==> config.mk <==
export PLATFORM = sky130hd
export DESIGN_NAME = op_request_queue
export DESIGN_NICKNAME = d
export VERILOG_FILES = /design/src/rtl/op_request_queue.sv
export SDC_FILE = /design/constraint.sdc
export NUM_CORES = 2
export LEC_CHECK = 0
export CORE_MARGIN = 1
export CORE_UTILIZATION = 40
export DETAILED_ROUTE_END_ITERATION = 8
export DONT_BUFFER_PORTS = 1
export GPL_TIMING_DRIVEN = 0
export REMOVE_ABC_BUFFERS = 1
export SYNTH_ARGS = -nofsm -noshare
export SYNTH_HDL_FRONTEND = slang
export SYNTH_SLANG_ARGS = --single-unit
==> constraint.sdc <==
create_clock -name clk -period 22.2 [get_ports clk]
set_clock_uncertainty 0.1 [all_clocks]
set_input_delay 1.11 -clock clk [delete_from_list [all_inputs] [get_ports clk]]
set_output_delay 1.11 -clock clk [all_outputs]
set_load 0.1 [all_outputs]
==> src/rtl/op_request_queue.sv <==
// In-order request queue between the trace parser's op interface and the memory
// controller scheduler: show-ahead head with per-entry residency age and overflow accounting.
package op_request_queue_pkg;
  typedef enum logic [1:0] {
    OP_READ   = 2'd0,
    OP_WRITE  = 2'd1,
    OP_IFETCH = 2'd2,
    OP_NOP    = 2'd3
  } parsed_op_t;
endpackage

module op_request_queue
  import op_request_queue_pkg::*;
#(
  parameter  int DEPTH         = 16,
  parameter  int AGE_W         = 10,
  parameter  int DROP_W        = 16,
  parameter  int ADDRESS_WIDTH = 36,
  localparam int CNT_W         = $clog2(DEPTH + 1),
  localparam int PTR_W         = $clog2(DEPTH)
) (
  input  logic                     clk,
  input  logic                     rst,
  input  logic                     op_ready_s,
  input  parsed_op_t               opcode,
  input  logic [ADDRESS_WIDTH-1:0] address,
  input  logic                     pop,
  input  logic                     clear_overflow,
  output logic                     full,
  output logic                     almost_full,
  output logic                     empty,
  output logic [CNT_W-1:0]         count,
  output logic                     head_valid,
  output parsed_op_t               head_opcode,
  output logic [ADDRESS_WIDTH-1:0] head_address,
  output logic [AGE_W-1:0]         head_age,
  output logic                     overflow,
  output logic [DROP_W-1:0]        drop_count
);

  localparam logic [AGE_W-1:0]  AGE_MAX  = '1;
  localparam logic [DROP_W-1:0] DROP_MAX = '1;
  localparam logic [CNT_W-1:0]  CNT_FULL = CNT_W'(DEPTH);
  localparam logic [CNT_W-1:0]  CNT_AF   = CNT_W'(DEPTH - 1);

  parsed_op_t               op_mem_q   [DEPTH];
  logic [ADDRESS_WIDTH-1:0] addr_mem_q [DEPTH];
  logic [AGE_W-1:0]         age_q      [DEPTH];
  logic [DEPTH-1:0]         valid_q, valid_d;
  logic [PTR_W-1:0]         wr_ptr_q, wr_ptr_d;
  logic [PTR_W-1:0]         rd_ptr_q, rd_ptr_d;
  logic [CNT_W-1:0]         count_q, count_d;
  logic                     overflow_q, overflow_d;
  logic [DROP_W-1:0]        drop_q, drop_d;

  logic push_qual_s, pop_eff_s, push_acc_s, drop_s;

  // A full queue still accepts a push when the head leaves in the same cycle.
  always_comb begin
    push_qual_s = op_ready_s && (opcode != OP_NOP);
    pop_eff_s   = pop && (count_q != '0);
    push_acc_s  = push_qual_s && ((count_q != CNT_FULL) || pop_eff_s);
    drop_s      = push_qual_s && !push_acc_s;

    wr_ptr_d = push_acc_s ? wr_ptr_q + PTR_W'(1) : wr_ptr_q;
    rd_ptr_d = pop_eff_s  ? rd_ptr_q + PTR_W'(1) : rd_ptr_q;
    count_d  = count_q + CNT_W'(push_acc_s) - CNT_W'(pop_eff_s);

    valid_d = valid_q;
    if (pop_eff_s) begin
      valid_d[rd_ptr_q] = 1'b0;
    end else begin
      valid_d = valid_d;
    end
    if (push_acc_s) begin
      valid_d[wr_ptr_q] = 1'b1;
    end else begin
      valid_d = valid_d;
    end

    if (drop_s) begin
      overflow_d = 1'b1;
    end else if (clear_overflow) begin
      overflow_d = 1'b0;
    end else begin
      overflow_d = overflow_q;
    end

    if (drop_s && (drop_q != DROP_MAX)) begin
      drop_d = drop_q + DROP_W'(1);
    end else begin
      drop_d = drop_q;
    end
  end

  always_ff @(posedge clk or posedge rst) begin
    if (rst) begin
      wr_ptr_q   <= '0;
      rd_ptr_q   <= '0;
      count_q    <= '0;
      valid_q    <= '0;
      overflow_q <= 1'b0;
      drop_q     <= '0;
      for (int i = 0; i < DEPTH; i++) begin
        op_mem_q[i]   <= OP_NOP;
        addr_mem_q[i] <= '0;
        age_q[i]      <= '0;
      end
    end else begin
      wr_ptr_q   <= wr_ptr_d;
      rd_ptr_q   <= rd_ptr_d;
      count_q    <= count_d;
      valid_q    <= valid_d;
      overflow_q <= overflow_d;
      drop_q     <= drop_d;
      // Freshly written entry starts at age 0; resident entries age and saturate.
      for (int i = 0; i < DEPTH; i++) begin
        if (push_acc_s && (wr_ptr_q == PTR_W'(i))) begin
          op_mem_q[i]   <= opcode;
          addr_mem_q[i] <= address;
          age_q[i]      <= '0;
        end else if (valid_q[i] && (age_q[i] != AGE_MAX)) begin
          age_q[i] <= age_q[i] + AGE_W'(1);
        end else begin
          age_q[i] <= age_q[i];
        end
      end
    end
  end

  assign count        = count_q;
  assign full         = (count_q == CNT_FULL);
  assign almost_full  = (count_q >= CNT_AF);
  assign empty        = (count_q == '0);
  assign head_valid   = !empty;
  assign head_opcode  = empty ? OP_NOP : op_mem_q[rd_ptr_q];
  assign head_address = empty ? '0 : addr_mem_q[rd_ptr_q];
  assign head_age     = empty ? '0 : age_q[rd_ptr_q];
  assign overflow     = overflow_q;
  assign drop_count   = drop_q;

endmodule

## Word level (Yosys, flattened, before mapping)

Cells that the tools add are included.

| word-level totals | value |
|---|---|
| register bits after elaboration | 814 |
| output and inout port bits | 74 |
| logic and storage cells | 234 |

| operators by class | value |
|---|---|
| add/sub/neg operators | 21 |
| $lt $le $gt $ge | 6 |
| equal/unequal tests | 35 |
| multiplexer cells | 52 |
| bitwise operators | 4 |
| reductions and logical operators | 62 |

Operator list:

| kind | number |
|---|---|
| 2-to-1 mux 10 bit | 35 |
| adder 10 x 1 -> 10 bit, second input constant | 16 |
| != test 10 bit, second input constant | 16 |
| binary-select mux 36 bit (select 4 bit) | 1 |
| 2-to-1 mux 36 bit | 3 |
| binary-select mux 10 bit (select 4 bit) | 1 |
| logical AND 1 bit | 39 |
| nonzero test 2 bit | 17 |
| == test 4 bit, second input constant | 8 |
| 2-to-1 mux 16 bit | 2 |
| adder 16 x 1 -> 16 bit, second input constant | 1 |
| AND 16 bit | 1 |
| == test 4 x 3 -> 1 bit, second input constant | 4 |
| != test 16 bit, second input constant | 1 |
| NOT 16 bit | 1 |
| bitwise OR 16 bit | 1 |
| less-than comparator 4 x 5 -> 1 bit, second input constant | 2 |
| adder 4 x 1 -> 4 bit, second input constant | 2 |
| binary-select mux 2 bit (select 4 bit) | 1 |
| demux 1 bit (select 4 bit) | 2 |
| == test 4 x 2 -> 1 bit, second input constant | 2 |
| >= comparator 4 x 1 -> 1 bit, second input constant | 2 |
| 2-to-1 mux 2 bit | 3 |
| adder 5 x 1 -> 5 bit | 1 |
| other kinds (14) | 18 |

## Logic depth before layout (Yosys ltp)

| depth | value |
|---|---|
| depth after elaboration | 9 |
| depth in mapped cells | 15 |

## Worst setup path before layout

OpenSTA, ideal clock, no wires.

| timing path | value |
|---|---|
| kind | register -> output |
| start point | reg count_q[2], in the netlist count[2] |
| end point | out head_address[10] |
| arrival | 3.999 ns |
| data required time | 20.990 ns |
| path slack | 16.991 ns |
| cell stages (with the launch flop) | 8 |
| cells stage by stage | dfrtp_1 inv_1 ha_1 or4b_2 buf_2 nand2_1 buf_2 o22ai_1 |

| between the ends | value |
|---|---|
| cells in the longest elaborated chain, start to end | 2 |

RTL lines:

| what | line | source |
|---|---|---|
| start, declared | 52 | `logic [CNT_W-1:0] count_q, count_d;` |
| start signal, assigned | 112 | `count_q <= count_d;` |
| logical NOT 5 bit | 134 | `assign empty = (count_q == '0);` |
| 2-to-1 mux 36 bit | 137 | `assign head_address = empty ? '0 : addr_mem_q[rd_ptr_q];` |
| end, declared | 35 | `output logic [ADDRESS_WIDTH-1:0] head_address,` |

No other way between the ends.

## Worst setup path in the final report

| timing path | value |
|---|---|
| start point | reg count_q[2], in the netlist count[2] |
| end point | out head_address[25] |

Same word-level chain as after synthesis.

==> results.cfg <==
[status]
status = complete, no violations

[global_route]
grt_pass1_wl_um = 158000
antenna_found_initial = 0
globalRouteTotalUtil = 0.204
first_global_vias = 25907
overflow = 0
grt_start_max_net_pins = 121

[floorplanning]
die_h_um = 317
rows = 114
die_width_um = 317
core_area_mm2 = 0.0973
start_util = 0.407
pin_count = 117
dieArea_mm2 = 0.100

[clocking]
cts-resized-gates = 0
post-cts-setup-buffers = 0
hold_buffers = 0
numCtsBuffers = 89
clockBufferDepth = 3
path_clk_slew_ns = 0.06
cts_num_sinks = 814
clkLatencyLatePin_ns = 0.66
root_buffer = clkbuf_16
cts_tree = yes
h-tree-depth = 3

[critical_path]
r2r_setup_slack_ns = 17.99
path_class = flop to output pin
required_ns = 20.99
endpoint_kind = output pin
startpoint_type = flop
r2r.worst_path.cells = 6
crit_start = count[2]
worstPathArrival_ns = 4.92
reg2reg_from = count[2]
crit_path_max_fanout = 24
reg2reg_to = addr_mem_q[407]

[final_layout]
layout-drive-gt1-share = 0.267
fin_util = 0.459
final_net_count = 3306
final-seq-area_mm2 = 0.0204
multi_input_area_mm2 = 0.0185
final_cell_mix = 779 x dfrtp_1, 751 x nand2_1, 383 x mux2_2
area_growth_pct = 12.7
layout_commonest_cell = dfrtp_1
diodes = 0
final.fill_count = 8888

[timing]
fmax_mhz = 163
finalSetupViolCount = 0
rsz0062_at_grt = false
tightest_slew_ns = 1.34
fin_crit_ns = 6.13
relSlewSlack = 0.110
finalHoldViolations = 0
final-max-slew-violation-count = 0
timing.final.crit_share = 0.276

[logic_synthesis]
yosys-top-cells-area = dfrtp_1 49%, mux4_2 11%, mux2_2 11%
syn_avg_cell_area_um2 = 11.9
synth_seq_cells = 814
yosysUniqueCellTypes = 69
synth_area_mm2 = 0.0396
yosys_most_used_dff = dfrtp_1
seq_area_frac_synth = 0.516
yosysWarnings = 0
syn_inst = 3335
synth_top_area_cell = dfrtp_1
synth-edff-count = 0
synth_top_area_frac = 0.495
synthArstFlopShare = 1.00

[detailed_routing]
wl_per_cell_um = 21.9
drt_iter0_markers = 1829
drc = 0
first_pass_iters = 5
ant_nets = 0
wl_um = 100000
avgViaCountPerCell = 5.61
vias = 25665

[power_and_ir_drop]
power_density_mw_per_mm2 = 171
vdd_ir_drop_max_uv = 97.5
leakage_nw = 19.8
p_total_mw = 7.63

[run]
cap_viol_max_count = 0

[placement]
port_buffers = 0
post-dp-hpwl_um = 61200
gp_congestion = 0.804

[worst_hold_path]
min_path_type = input port to async pin
-- Yosys cell counts (5+ instances only) --
master and count:
a211oi_1 25, or4_1 5, a31oi_1 13, or3_1 15
xor2_1 31, nand3_1 63, mux2i_1 113, xnor2_1 79
a21oi_1 38, nor3b_1 5, o31ai_1 8, nor3_1 36
ha_1 33, o22ai_1 46, inv_1 50, nand4_1 38
o21ai_0 44, and4_1 24, buf_1 13, buf_2 93
o2111a_1 9, mux2_2 383, buf_4 10, mux2_1 6
and3_1 26, a311oi_1 10, dfrtp_1 782, nand2b_1 9
nor2b_1 9, o2111ai_1 7, mux4_2 192, nor2_1 136
o211ai_1 5, a2111oi_0 11, nand2_1 752, clkbuf_1 120
nor4_1 12, dfstp_2 32
-- critical path: stages, from the launching register on --
cell      delay, ns
dfrtp_1        1.02
inv_1          0.18
ha_1           0.27
or4b_2         0.77
nand2b_4       0.50
buf_16         0.34
o22ai_2        1.09
-- logic make-up after synthesis --
logic type | count (synthesis) | share of synthesized area
flip-flops | 814 | 0.516
multiplexers | 694 | 0.249
buffers and inverters | 289 | 0.0317
AND/OR/NAND/NOR | 1153 | 0.127
XOR/XNOR | 110 | 0.0243
adder cells (fa/ha/maj) | 34 | 0.0109
AO/OA/AOI/OAI | 241 | 0.0414
-- worst max path at each step --
stage	end	slack (ns)	cells after the start
2_1_floorplan	addr_mem_q[0]	-1.82	1
3_3_place_gp	addr_mem_q[174]	-11.95	1
3_5_place_dp	head_address[25]	16.74	6
4_1_cts	head_address[25]	16.02	6
5_1_grt	head_address[25]	15.97	6
6_report	head_address[25]	16.07	6
-- registers in the layout, indices dropped and copies added (netlist names) --
| signal | flops |
|---|---|
| addr_mem_q | 576 |
| age_q | 160 |
| count | 5 |
| drop_count | 16 |
| op_mem_q | 32 |
| overflow | 1 |
| rd_ptr_q | 4 |
| valid_q | 16 |
| wr_ptr_q | 4 |
-- final cells by class --
type                       count  share of cell area
sequential                   814               0.458
timing repair buffer          41              0.0225
clock buffer                 129              0.0571
inverter                      51             0.00446
clock inverter                33             0.00861
multi-input combinational   2232               0.414
tap                         1276              0.0358
-- stage by stage --
stage | hold WS (ns) | cell area [µm²] | TNS [ns] | std cells | worst slack [ns]
finish | 0.285 | 44600 | 0 | 4576 | 16.07
global route | 0.321 | 44600 | 0 | 4576 | 15.97
CTS | 0.296 | 44600 | 0 | 4575 | 16.02
detailed placement | 0.348 | 41700 | 0 | 4413 | 16.74
global placement | 0.347 | 40100 | -9367.13 | 4373 | -11.95
floorplan | 0.337 | 38500 | -1422.80 | 3097 | -1.82
-- layer usage --
metal,share of wire,GRT usage,up-vias
li1,-,-,11628
met1,0.45,0.283,13372
met2,0.48,0.332,531
met3,0.048,0.0332,134
met4,0.022,0.0567,0
met5,0,0,-
-- where the power goes --
part / switching (mW) / total, mW / internal [mW] / leakage, nW
Clock: 0.627 / 1.50 / 0.870 / 1.44
Sequential: 0.618 / 2.80 / 2.19 / 10.2
Combinational: 1.99 / 3.33 / 1.34 / 8.24
(Power assumes the default switching activity.)
